## src/rtl/instr_fetch.sv

```systemverilog
// rtl/instr_fetch.sv - IF stage: PC, IF/ID register, stall/redirect handling, HALT parking (optional FETCH_CNT_EN fetch counter)
module instr_fetch #(
    parameter int                ADDR_W   = 8,
    parameter logic [ADDR_W-1:0] RESET_PC = '0
) (
    input  logic              clk,
    input  logic              rst_n,
    input  logic              start,
    input  logic              stall,
    input  logic              branch_taken,
    input  logic [ADDR_W-1:0] branch_target,
    output logic [ADDR_W-1:0] imem_addr,
    input  logic [15:0]       imem_rdata,
    output logic [15:0]       if_instr,
    output logic [ADDR_W-1:0] if_pc,
    output logic              if_valid,
    output logic              halted
`ifdef FETCH_CNT_EN
    ,
    output logic [15:0]       fetch_cnt
`endif
);

    localparam logic [4:0]  OP_HALT = 5'b00001;
    localparam logic [15:0] NOP     = 16'h0000;

    typedef enum logic [1:0] {
        S_IDLE,
        S_RUN,
        S_HALTED
    } state_t;

    state_t            state;
    logic [ADDR_W-1:0] pc;
    logic              rdata_is_halt;

    // The memory is read combinationally, so the PC itself is the fetch address.
    assign imem_addr     = pc;
    assign rdata_is_halt = (imem_rdata[15:11] == OP_HALT);

    // Front-end state machine: owns PC, the IF/ID register and the halted flag.
    always_ff @(posedge clk or negedge rst_n) begin
        if (!rst_n) begin
            state    <= S_IDLE;
            pc       <= RESET_PC;
            if_instr <= NOP;
            if_pc    <= '0;
            if_valid <= 1'b0;
            halted   <= 1'b0;
        end else begin
            case (state)
                S_IDLE: begin
                    // Nothing is fetched until start; the first real latch
                    // happens on the edge after the one that enters RUN.
                    if_instr <= NOP;
                    if_valid <= 1'b0;
                    if (start) begin
                        state <= S_RUN;
                    end
                end

                S_RUN: begin
                    if (branch_taken) begin
                        // The word at pc is on the wrong path; drop it and
                        // restart at the target. A redirect beats any stall.
                        pc       <= branch_target;
                        if_instr <= NOP;
                        if_valid <= 1'b0;
                    end else if (!stall) begin
                        if_instr <= imem_rdata;
                        if_pc    <= pc;
                        if_valid <= 1'b1;
                        if (rdata_is_halt) begin
                            // Park on the HALT address so a later redirect
                            // is the only way out.
                            state  <= S_HALTED;
                            halted <= 1'b1;
                        end else begin
                            pc <= pc + ADDR_W'(1);
                        end
                    end
                end

                S_HALTED: begin
                    if (branch_taken) begin
                        // An older branch resolved taken: the HALT was
                        // fetched speculatively and must be abandoned.
                        pc       <= branch_target;
                        if_instr <= NOP;
                        if_valid <= 1'b0;
                        halted   <= 1'b0;
                        state    <= S_RUN;
                    end else if (!stall) begin
                        // Once decode has taken the HALT word, feed bubbles.
                        if_instr <= NOP;
                        if_valid <= 1'b0;
                    end
                end

                default: begin
                    state <= S_IDLE;
                end
            endcase
        end
    end

`ifdef FETCH_CNT_EN
    logic fetch_latch;

    // A real instruction enters IF/ID only on an unstalled, unredirected RUN cycle.
    assign fetch_latch = (state == S_RUN) && !branch_taken && !stall;

    // Saturating count of valid latches; flushes do not take anything back.
    always_ff @(posedge clk or negedge rst_n) begin
        if (!rst_n) begin
            fetch_cnt <= 16'h0000;
        end else if (fetch_latch && (fetch_cnt != 16'hFFFF)) begin
            fetch_cnt <= fetch_cnt + 16'd1;
        end
    end
`endif

endmodule

```

## config.mk

```make
export PLATFORM = sky130hd
export DESIGN_NAME = instr_fetch
export DESIGN_NICKNAME = d
export VERILOG_FILES = /design/src/rtl/instr_fetch.sv
export SDC_FILE = /design/constraint.sdc
export NUM_CORES = 1
export LEC_CHECK = 0
export CORE_UTILIZATION = 47
export CTS_CLUSTER_SIZE = 25
export DETAILED_ROUTE_END_ITERATION = 12
export GPL_ROUTABILITY_DRIVEN = 0
export PLACE_DENSITY_LB_ADDON = 0.15
export RECOVER_POWER = 100
export SETUP_SLACK_MARGIN = 0.3
export SKIP_LAST_GASP = 1
export SYNTH_ARGS = -nofsm -noshare
export SYNTH_HDL_FRONTEND = slang
export SYNTH_SLANG_ARGS = --single-unit
```

## constraint.sdc

```tcl
create_clock -name clk -period 3.15 [get_ports clk]
set_input_delay 0.315 -clock clk [delete_from_list [all_inputs] [get_ports clk]]
set_output_delay 0.315 -clock clk [all_outputs]
set_load 0.01 [all_outputs]
```

==> flow_summary_export.csv, run 1 <==
group,metric,value,unit
critical_path,end_kind,"flip-flop",
floorplan,die_y,62.3,um
logic_synthesis,syn_avg_cell_area,10.3,um^2
final_layout,fillers,278,
floorplan,initial_utilization,0.500,
logic_synthesis,syn_area,1710,um^2
sta,drv_slew,37,
floorplan,ioPinCount,63,
sta,finalSetupTns,0,ps
hold_path,min_path_type,"primary input to asynchronous set/reset pin",
final_layout,layout.nets,257,
critical_path,path_class,"primary input to flip-flop",
critical_path,r2r-start,"state[1]",
placement,place_hpwl,2.91,mm
global_route,grt_pass1_wl,6.73,mm
sta,slew_headroom,-0.225,
sta,period_needed,2490,ps
drt,antenna_left,0,
placement,io_buffers,62,
sta,setup_violations,0,
global_route,overflow,0,
floorplan,rows,21,
sta,worst_pin_slew,1840,ps
logic_synthesis,synth_nets,196,
pwr,p_leak,1.02,nW
critical_path,worstSetupStartpoint,"imem_rdata[14]",
drt,via_per_inst,5.37,
cts,cts.repair.resized,0,
run_status,violations,"capacitance limit, slew limit",
critical_path,slowest_delay,700,ps
logic_synthesis,yosys_warnings,0,
cts,ctsHoldBuffers,0,
cts,cts_buffers,5,
floorplan,die_w,62.3,um
global_route,first_global_vias,1478,
placement,place_ws,798,ps
critical_path,cp_num_buf_inv,1,
sta,rsz0062_at_grt,"no",
critical_path,cp_max_fo,11,
pwr,powerDensity,484,nW/um^2
drt,drc,0,
run,drv_cap,1,
cts,cts.sinks,36,
floorplan,core,3420,um^2
cts,cts_buffer_depth,2,
drt,wirelength,3.92,mm
run_status,outcome,"complete, but fails checks",
drt,routedWlPerCell,14.4,um
critical_path,rrSetupSlack,1270,ps
cts,clk_pin_slew,100,ps
sta,hold_viol,0,
critical_path,r2r_end,"imem_addr[0]",
sta,period_share,0.791,
cts,post_cts_buffers,0,
pwr,ir_drop,325,uV
logic_synthesis,syn_inst,166,
critical_path,worstPathRequired,3420,ps
critical_path,cp_slowest_cell,"o211ai_1",
final_layout,antenna_cells,0,
final_layout,design_area,2380,um^2
cts,cts-root-buf,"clkbuf_4",
drt,firstDrtPassIters,4,
sta,fmax,402,MHz
sta,clock-skew-final,15.4,ps
logic_synthesis,yosysUniqueCellTypes,38,
sta,layout_setup_ws,660,ps
critical_path,crit_chain,"dlygate4sd3_1 -> or4b_1 -> o211ai_1 -> and2_0 -> o22a_1",
global_route,grt_usage,0.221,
placement,place_area,2360,um^2
critical_path,endpoint,"imem_addr[2]",
drt,first_iter_violations,69,
final_layout,synthToLayoutAreaGrowth,39.5,%
cts,worstSkewPairLatency,320,ps
critical_path,r2r_cells,4,
global_route,antenna_found_initial,0,
cts,htree_levels,2,
cts,cts_tree,"yes",
critical_path,worstPathArrival,2760,ps
sta,fin_hold_ws,478,ps
critical_path,crit_path_start_kind,"primary input",
floorplan,die_area,3880,um^2
critical_path,crit_family,"simple AND/OR/NAND/NOR gates",
logic_synthesis,ys_seq_area_frac,0.527,
global_route,grt_max_degree,37,
logic_synthesis,synth-seq-cells,36,
final_layout,drive_gt1_frac,0.101,
drt,num_vias,1465,
critical_path,worstSetupPathDepth,5,
per-stage QoR:
step,total power (W),util,cells
2_1_floorplan,0.000759,-,166
3_3_place_gp,0.000969,0.690,266
3_5_place_dp,0.000982,0.690,266
4_1_cts,0.00120,0.703,273
5_1_grt,0.00122,0.697,273
6_report,0.00115,0.697,273
registers in the layout, indices dropped and copies added, names as in the netlist:
register and count:
if_instr 16, imem_addr 8, halted 1, if_pc 8
state 2, if_valid 1
where the power goes:
part	internal (W)	switching (W)	total [W]	leakage, nW
logic	0.000196	0.000147	0.000343	0.557
clock network	0.0000822	0.000136	0.000218	0.0281
registers	0.000535	0.0000566	0.000591	0.439
total	0.000813	0.000340	0.00115	1.02
how the worst min path moves through the flow:
stage,slack (ps),cells after the start,from,to
after detailed placement,440,1,rst_n,if_pc[4]
after floorplan,20,0,rst_n,halted
after global routing,510,1,if_valid,if_valid
after global placement,440,1,rst_n,if_pc[4]
after CTS,80,1,rst_n,imem_addr[6]
final,480,1,rst_n,imem_addr[6]
per-layer routing:
layer | global-route usage | up-vias | routed length (um) | share of wire
met4 | 0.0669 | 0 | 42 | 0.011
met3 | 0.0460 | 5 | 184 | 0.047
met1 | 0.276 | 695 | 1720 | 0.44
li1 | - | 716 | - | -
met2 | 0.383 | 49 | 1970 | 0.50
met5 | 0 | - | 0 | 0
cells by family after synthesis:
group | after synthesis | synth area share
simple gates | 61 | 0.169
compound gates | 45 | 0.190
flops | 36 | 0.527
buf+inv | 12 | 0.0359
mux | 11 | 0.0711
fa+ha+maj | 1 | 0.00732
cells in the final DEF (no fill, tap or decap), types with 3 or more instances in the layout:
cell type	instances
a22oi_1	3
o21ai_0	19
dlygate4sd3_1	36
clkbuf_4	5
o22a_1	4
dfrtp_1	36
a2bb2oi_1	3
nand2_1	38
mux2_2	9
nor3_1	3
clkdlybuf4s50_1	25
nand3_1	7
a21oi_1	4
area by class of cell:
cell class	count	area [um^2]	share of cell area
inverters	2	7.51	0.00315
repair buffers	64	629	0.264
clock inverters	1	5.00	0.00210
multi-input cells	118	741	0.311
well taps	46	57.6	0.0242
flip-flops and latches	36	901	0.378
clock buffers	6	41.3	0.0173
synth_stat cells:
master	count	area (um^2)
a21boi_1	1	7.51
a21o_1	1	7.51
a21oi_1	4	20.0
a22o_1	1	8.76
a22oi_1	3	22.5
a22oi_2	1	12.5
a2bb2oi_1	3	26.3
a31oi_1	1	6.26
and2_1	2	12.5
and2b_1	1	7.51
and2b_2	1	8.76
and3_1	2	12.5
and4_1	1	8.76
buf_2	4	20.0
buf_4	1	7.51
buf_6	1	11.3
clkbuf_1	4	15.0
dfrtp_1	36	901
ha_1	1	12.5
inv_1	2	7.51
mux2_2	9	101
mux2i_1	2	20.0
nand2_1	38	143
nand2b_1	1	6.26
nand3_1	7	35.0
nor2_1	2	7.51
nor3_1	3	15.0
o211ai_1	1	7.51
o211ai_2	2	25.0
o21ai_0	19	95.1
o21ai_4	1	16.3
o22a_1	4	35.0
o22ai_1	1	6.26
o2bb2a_4	1	20.0
o31ai_1	1	7.51
or3_1	1	6.26
or4_4	1	11.3
or4b_4	1	13.8
Note: power is estimated with default switching activity, not from simulation.
==> run 2, diff against run 1 <==
--- a/config.mk
+++ b/config.mk
@@ -5,7 +5,7 @@
 export SDC_FILE = /design/constraint.sdc
 export NUM_CORES = 1
 export LEC_CHECK = 0
-export CORE_UTILIZATION = 47
+export CORE_UTILIZATION = 44
 export CTS_CLUSTER_SIZE = 25
 export DETAILED_ROUTE_END_ITERATION = 12
 export GPL_ROUTABILITY_DRIVEN = 0
==> constraint.sdc (replaced) <==
create_clock -name clk -period 2.45 [get_ports clk]
set_input_delay 0.245 -clock clk [delete_from_list [all_inputs] [get_ports clk]]
set_output_delay 0.245 -clock clk [all_outputs]
set_load 0.01 [all_outputs]
==> run 2 against run 1 <==
Compared with the run above: the flow still finishes with violations (capacitance limit, slew limit); design area increased by 3.4%; clock power is 130% higher; sequential cell count did not move; count of clock-buffer cells in the layout unchanged; die area up 6.6%; via count decreased by 0.41%; non-clock buffer count is 1 higher; final cell count rose by 1.5%.
==> flow_summary_export.csv, run 2 (same netlist as run 1, synthesis figures left out) <==
group,metric,value,unit
final_layout,regArea,901,um^2
sta,fmax,462,MHz
critical_path,endpoint,"imem_addr[4]",
critical_path,cp_slowest_cell,"or4b_1",
global_route,grt_pass1_wl,6.33,mm
pwr,powerDensity,691,nW/um^2
floorplan,die_w,64.3,um
drt,dr_wl_met3,178,um
drt,met1_length,1.65,mm
final_layout,layout.nets,258,
drt,top_layer,"met4",
cts,cts-root-buf,"clkbuf_8",
floorplan,rows,22,
critical_path,r2r-start,"state[1]",
final_layout,drive_gt1_frac,0.109,
drt,routedWlPerCell,13.8,um
cts,cts.sinks,36,
run,drv_cap,1,
cts,cts_tree,"yes",
critical_path,rrSetupSlack,620,ps
global_route,overflow,0,
cts,cts.repair.resized,0,
final_layout,design_area,2460,um^2
floorplan,core,3690,um^2
critical_path,crit_path_start_kind,"primary input",
critical_path,worstPathArrival,2390,ps
cts,cts_buffers,5,
sta,period_share,0.883,
critical_path,path_class,"primary input to flip-flop",
sta,setup_violations,0,
placement,place_hpwl,2.84,mm
cts,cts_buffer_depth,2,
final_layout,synthToLayoutAreaGrowth,44.2,%
cts,post_cts_buffers,0,
floorplan,die_y,64.3,um
critical_path,cp_max_fo,11,
critical_path,end_kind,"flip-flop",
floorplan,initial_utilization,0.463,
final_layout,largest_reg_flops,16,
cts,worstSkewPairLatency,280,ps
sta,period_needed,2160,ps
global_route,first_global_vias,1350,
cts,clk_pin_slew,70,ps
drt,firstDrtPassIters,4,
sta,worst_pin_slew,1880,ps
critical_path,worstPathRequired,2670,ps
drt,antenna_left,0,
final_layout,largest_register,"if_instr",
placement,io_buffers,62,
pwr,p_leak,1.06,nW
drt,num_vias,1459,
sta,hold_viol,0,
critical_path,slowest_delay,600,ps
global_route,grt_usage,0.202,
sta,clock-skew-final,6.85,ps
critical_path,r2r_end,"if_instr[12]",
drt,drc,0,
final_layout,final_core_util,0.668,
pwr,power.total,0.00170,W
cts,htree_levels,2,
hold_path,min_path_type,"flip-flop to flip-flop",
drt,wirelength,3.81,mm
sta,finalSetupTns,0,ps
critical_path,worstSetupStartpoint,"imem_rdata[12]",
floorplan,ioPinCount,63,
critical_path,r2r_cells,4,
critical_path,crit_chain,"dlygate4sd3_1 -> or4b_1 -> o211ai_2 -> and2_1 -> o22a_1",
run_status,outcome,"complete, but fails checks",
final_layout,multi_input_area,749,um^2
global_route,antenna_found_initial,0,
cts,ctsHoldBuffers,0,
sta,rsz0062_at_grt,"no",
run_status,violations,"capacitance limit, slew limit",
global_route,grt_max_degree,37,
final_layout,fillers,294,
final_layout,layout_commonest_cell,"nand2_1",
floorplan,die_area,4130,um^2
drt,first_iter_violations,63,
sta,slew_headroom,-0.255,
pwr,ir_drop,448,uV
final_layout,antenna_cells,0,
sta,drv_slew,37,
drt,via_per_inst,5.27,
drt,wl_met2,1.96,mm
final_layout,final_cell_mix,"nand2_1, dfrtp_1, dlygate4sd3_1, clkdlybuf4s50_1, o21ai_0",
placement,place_area,2370,um^2
run 2: worst min path at each step:
stage / cells after the start / from / slack [ps] / end
2_1_floorplan: 0 / rst_n / -50 / halted
6_report: 1 / if_valid / 470 / if_valid
3_5_place_dp: 1 / rst_n / 370 / if_pc[6]
4_1_cts: 1 / rst_n / 60 / if_valid
3_3_place_gp: 1 / rst_n / 360 / if_pc[5]
5_1_grt: 3 / imem_rdata[5] / 510 / if_instr[5]
run 2: worst max-delay path, delay by kind of cell:
kind / cells / cell delay [ps]
buffers and inverters: 1 / 570
AOI/OAI and AO/OA: 2 / 610
and+or+nand+nor: 2 / 960
run 2: layout make-up:
type | instances | share of cell area
Inverter | 2 | 0.00305
Clock inverter | 2 | 0.0142
Sequential cell | 36 | 0.366
Timing Repair Buffer | 65 | 0.259
Clock buffer | 6 | 0.0295
Tap cell | 48 | 0.0244
Multi-Input combinational cell | 118 | 0.304
run 2: where the power goes:
part | internal [W] | leakage (nW) | total, W | switching [W]
Clock | 0.000302 | 0.0552 | 0.000497 | 0.000195
Sequential | 0.000689 | 0.439 | 0.000761 | 0.0000725
Combinational | 0.000256 | 0.567 | 0.000444 | 0.000188
Total | 0.00125 | 1.06 | 0.00170 | 0.000455
run 2: through the flow:
stage,cells,hold WS (ps),setup slack (ps)
2_1_floorplan,166,-50.6,901
3_3_place_gp,269,365,262
3_5_place_dp,269,373,170
4_1_cts,277,65.0,453
5_1_grt,277,506,207
6_report,277,474,286
run 2: per-layer routing:
metal / GRT usage / vias up
met2: 0.325 / 33
met1: 0.268 / 712
li1: - / 711
met3: 0.0607 / 3
met4: 0.0417 / 0
met5: 0 / -
==> run 3, diff against run 2 <==
--- a/config.mk
+++ b/config.mk
@@ -5,7 +5,8 @@
 export SDC_FILE = /design/constraint.sdc
 export NUM_CORES = 1
 export LEC_CHECK = 0
-export CORE_UTILIZATION = 44
+export CAP_MARGIN = 20
+export CORE_UTILIZATION = 40
 export CTS_CLUSTER_SIZE = 25
 export DETAILED_ROUTE_END_ITERATION = 12
 export GPL_ROUTABILITY_DRIVEN = 0
==> run 3 against run 2 <==
Compared with the run above: the run still ends with capacitance limit, slew limit left; final cell count grew 0.72%; clock skew is essentially flat; die area grew 9.7%; register-to-register slack lost 30 ps; setup slack gained 110 ps; critical endpoint unchanged; largest power group unchanged; highest routed layer unchanged.
==> flow_summary_export.csv, run 3 (same netlist as run 1, synthesis figures left out) <==
group,metric,value,unit
hold_path,min_path_type,"flip-flop to flip-flop",
cts,post_cts_buffers,0,
drt,firstDrtPassIters,4,
final_layout,largest_reg_flops,16,
pwr,combPwrFrac,0.270,
cts,cts.sinks,36,
drt,drc,0,
run,drv_cap,1,
run_status,violations,"capacitance limit, slew limit",
critical_path,worstPathArrival,2280,ps
final_layout,drive_gt1_frac,0.114,
cts,cts.repair.resized,0,
cts,htree_levels,2,
pwr,powerDensity,671,nW/um^2
critical_path,cp_max_fo,7,
critical_path,r2r_end,"if_instr[3]",
drt,first_iter_violations,55,
pwr,p_leak,1.06,nW
final_layout,layout_commonest_cell,"nand2_1",
sta,fmax,486,MHz
critical_path,r2r_cells,4,
global_route,grt_pass1_wl,6.29,mm
pwr,pwr-share-clk,0.270,
sta,setup_violations,0,
sta,rsz0062_at_grt,"no",
sta,period_needed,2060,ps
placement,io_buffers,62,
floorplan,core,4060,um^2
sta,slew_headroom,-0.276,
sta,hold_viol,0,
run_status,outcome,"complete, but fails checks",
floorplan,rows,23,
drt,via_per_inst,5.19,
critical_path,crit_path_start_kind,"primary input",
global_route,first_global_vias,1391,
pwr,switching_share,0.275,
drt,wirelength,3.92,mm
drt,num_vias,1448,
critical_path,worstPathRequired,2670,ps
global_route,antenna_found_initial,0,
cts,cts-root-buf,"clkbuf_8",
floorplan,die_w,67.3,um
drt,antenna_left,0,
final_layout,antenna_cells,0,
pwr,p_int,0.00120,W
drt,routedWlPerCell,14.1,um
floorplan,die_area,4540,um^2
critical_path,rrSetupSlack,590,ps
critical_path,worstSetupStartpoint,"imem_rdata[12]",
sta,period_share,0.840,
final_layout,synthToLayoutAreaGrowth,44.1,%
hold_path,holdCritStartpoint,"if_instr[2]",
global_route,use_met3,0.0405,
cts,cts_buffers,5,
critical_path,path_class,"primary input to flip-flop",
global_route,grt_use_met1,0.244,
floorplan,die_y,67.3,um
sta,finalSetupTns,0,ps
placement,place_hpwl,2.84,mm
global_route,grt_usage,0.190,
sta,fin_hold_ws,473,ps
global_route,grt.busiest_layer,"met2",
hold_path,min_delay_path_depth,2,
global_route,overflow,0,
pwr,p_seq_frac,0.460,
sta,drv_slew,37,
pwr,power.net_switching,0.000454,W
global_route,grt_max_degree,37,
sta,clock-skew-final,6.76,ps
floorplan,ioPinCount,63,
final_layout,layout.nets,259,
critical_path,endpoint,"imem_addr[4]",
global_route,grt_util_met2,0.308,
pwr,ir_drop,413,uV
final_layout,final_cell_mix,"nand2_1, dfrtp_1, dlygate4sd3_1, clkdlybuf4s50_1, o21ai_0",
cts,cts_buffer_depth,2,
critical_path,end_kind,"flip-flop",
cts,cts_tree,"yes",
critical_path,r2r-start,"state[1]",
cts,worstSkewPairLatency,290,ps
final_layout,largest_register,"if_instr",
sta,worst_pin_slew,1910,ps
cts,clk_pin_slew,60,ps
floorplan,initial_utilization,0.421,
cts,ctsHoldBuffers,0,
final_layout,fillers,349,
[run 3: layout make-up]
| class | instances | area (um^2) | area share |
|---|---|---|---|
| clock buffers | 7 | 96.3 | 0.0391 |
| inverters | 2 | 7.51 | 0.00305 |
| multi-input cells | 118 | 749 | 0.305 |
| flip-flops and latches | 36 | 901 | 0.366 |
| well taps | 50 | 62.6 | 0.0254 |
| repair buffers | 66 | 644 | 0.262 |
[run 3: worst max-delay path: stages]
cell and delay, ps:
dlygate4sd3_1 550, or4b_1 570, o211ai_2 310, and2_0 390, o22a_1 210
[run 3: worst min path at each step]
stage | to | slack, ps
3_3_place_gp | if_pc[6] | 370
2_1_floorplan | halted | -50
6_report | if_instr[2] | 470
3_5_place_dp | if_pc[6] | 380
4_1_cts | imem_addr[3] | 70
5_1_grt | if_valid | 500
[run 3: metal layers]
| layer | part of all wire | vias up |
|---|---|---|
| met5 | 0 | - |
| met4 | 0.018 | 0 |
| met3 | 0.048 | 9 |
| met2 | 0.47 | 52 |
| met1 | 0.46 | 675 |
| li1 | - | 712 |
[run 3: power by group through the flow]
stage	clock network [W]	logic (W)	registers, W
finish	0.000445	0.000446	0.000760
global route	0.000482	0.000486	0.000777
CTS	0.000459	0.000491	0.000765
detailed placement	0	0.000488	0.000776
global placement	0	0.000480	0.000769
floorplan	0	0.000167	0.000809
[run 3: metrics by stage]
stage               area, um^2  instances  power [W]  utilization  setup slack (ps)
floorplan                 1710        166   0.000976            -               901
global placement          2380        272    0.00125        0.586               359
detailed placement        2380        272    0.00126        0.586               321
CTS                       2470        279    0.00171        0.609               626
global route              2460        279    0.00174        0.607               267
finish                    2460        279    0.00165        0.607               393
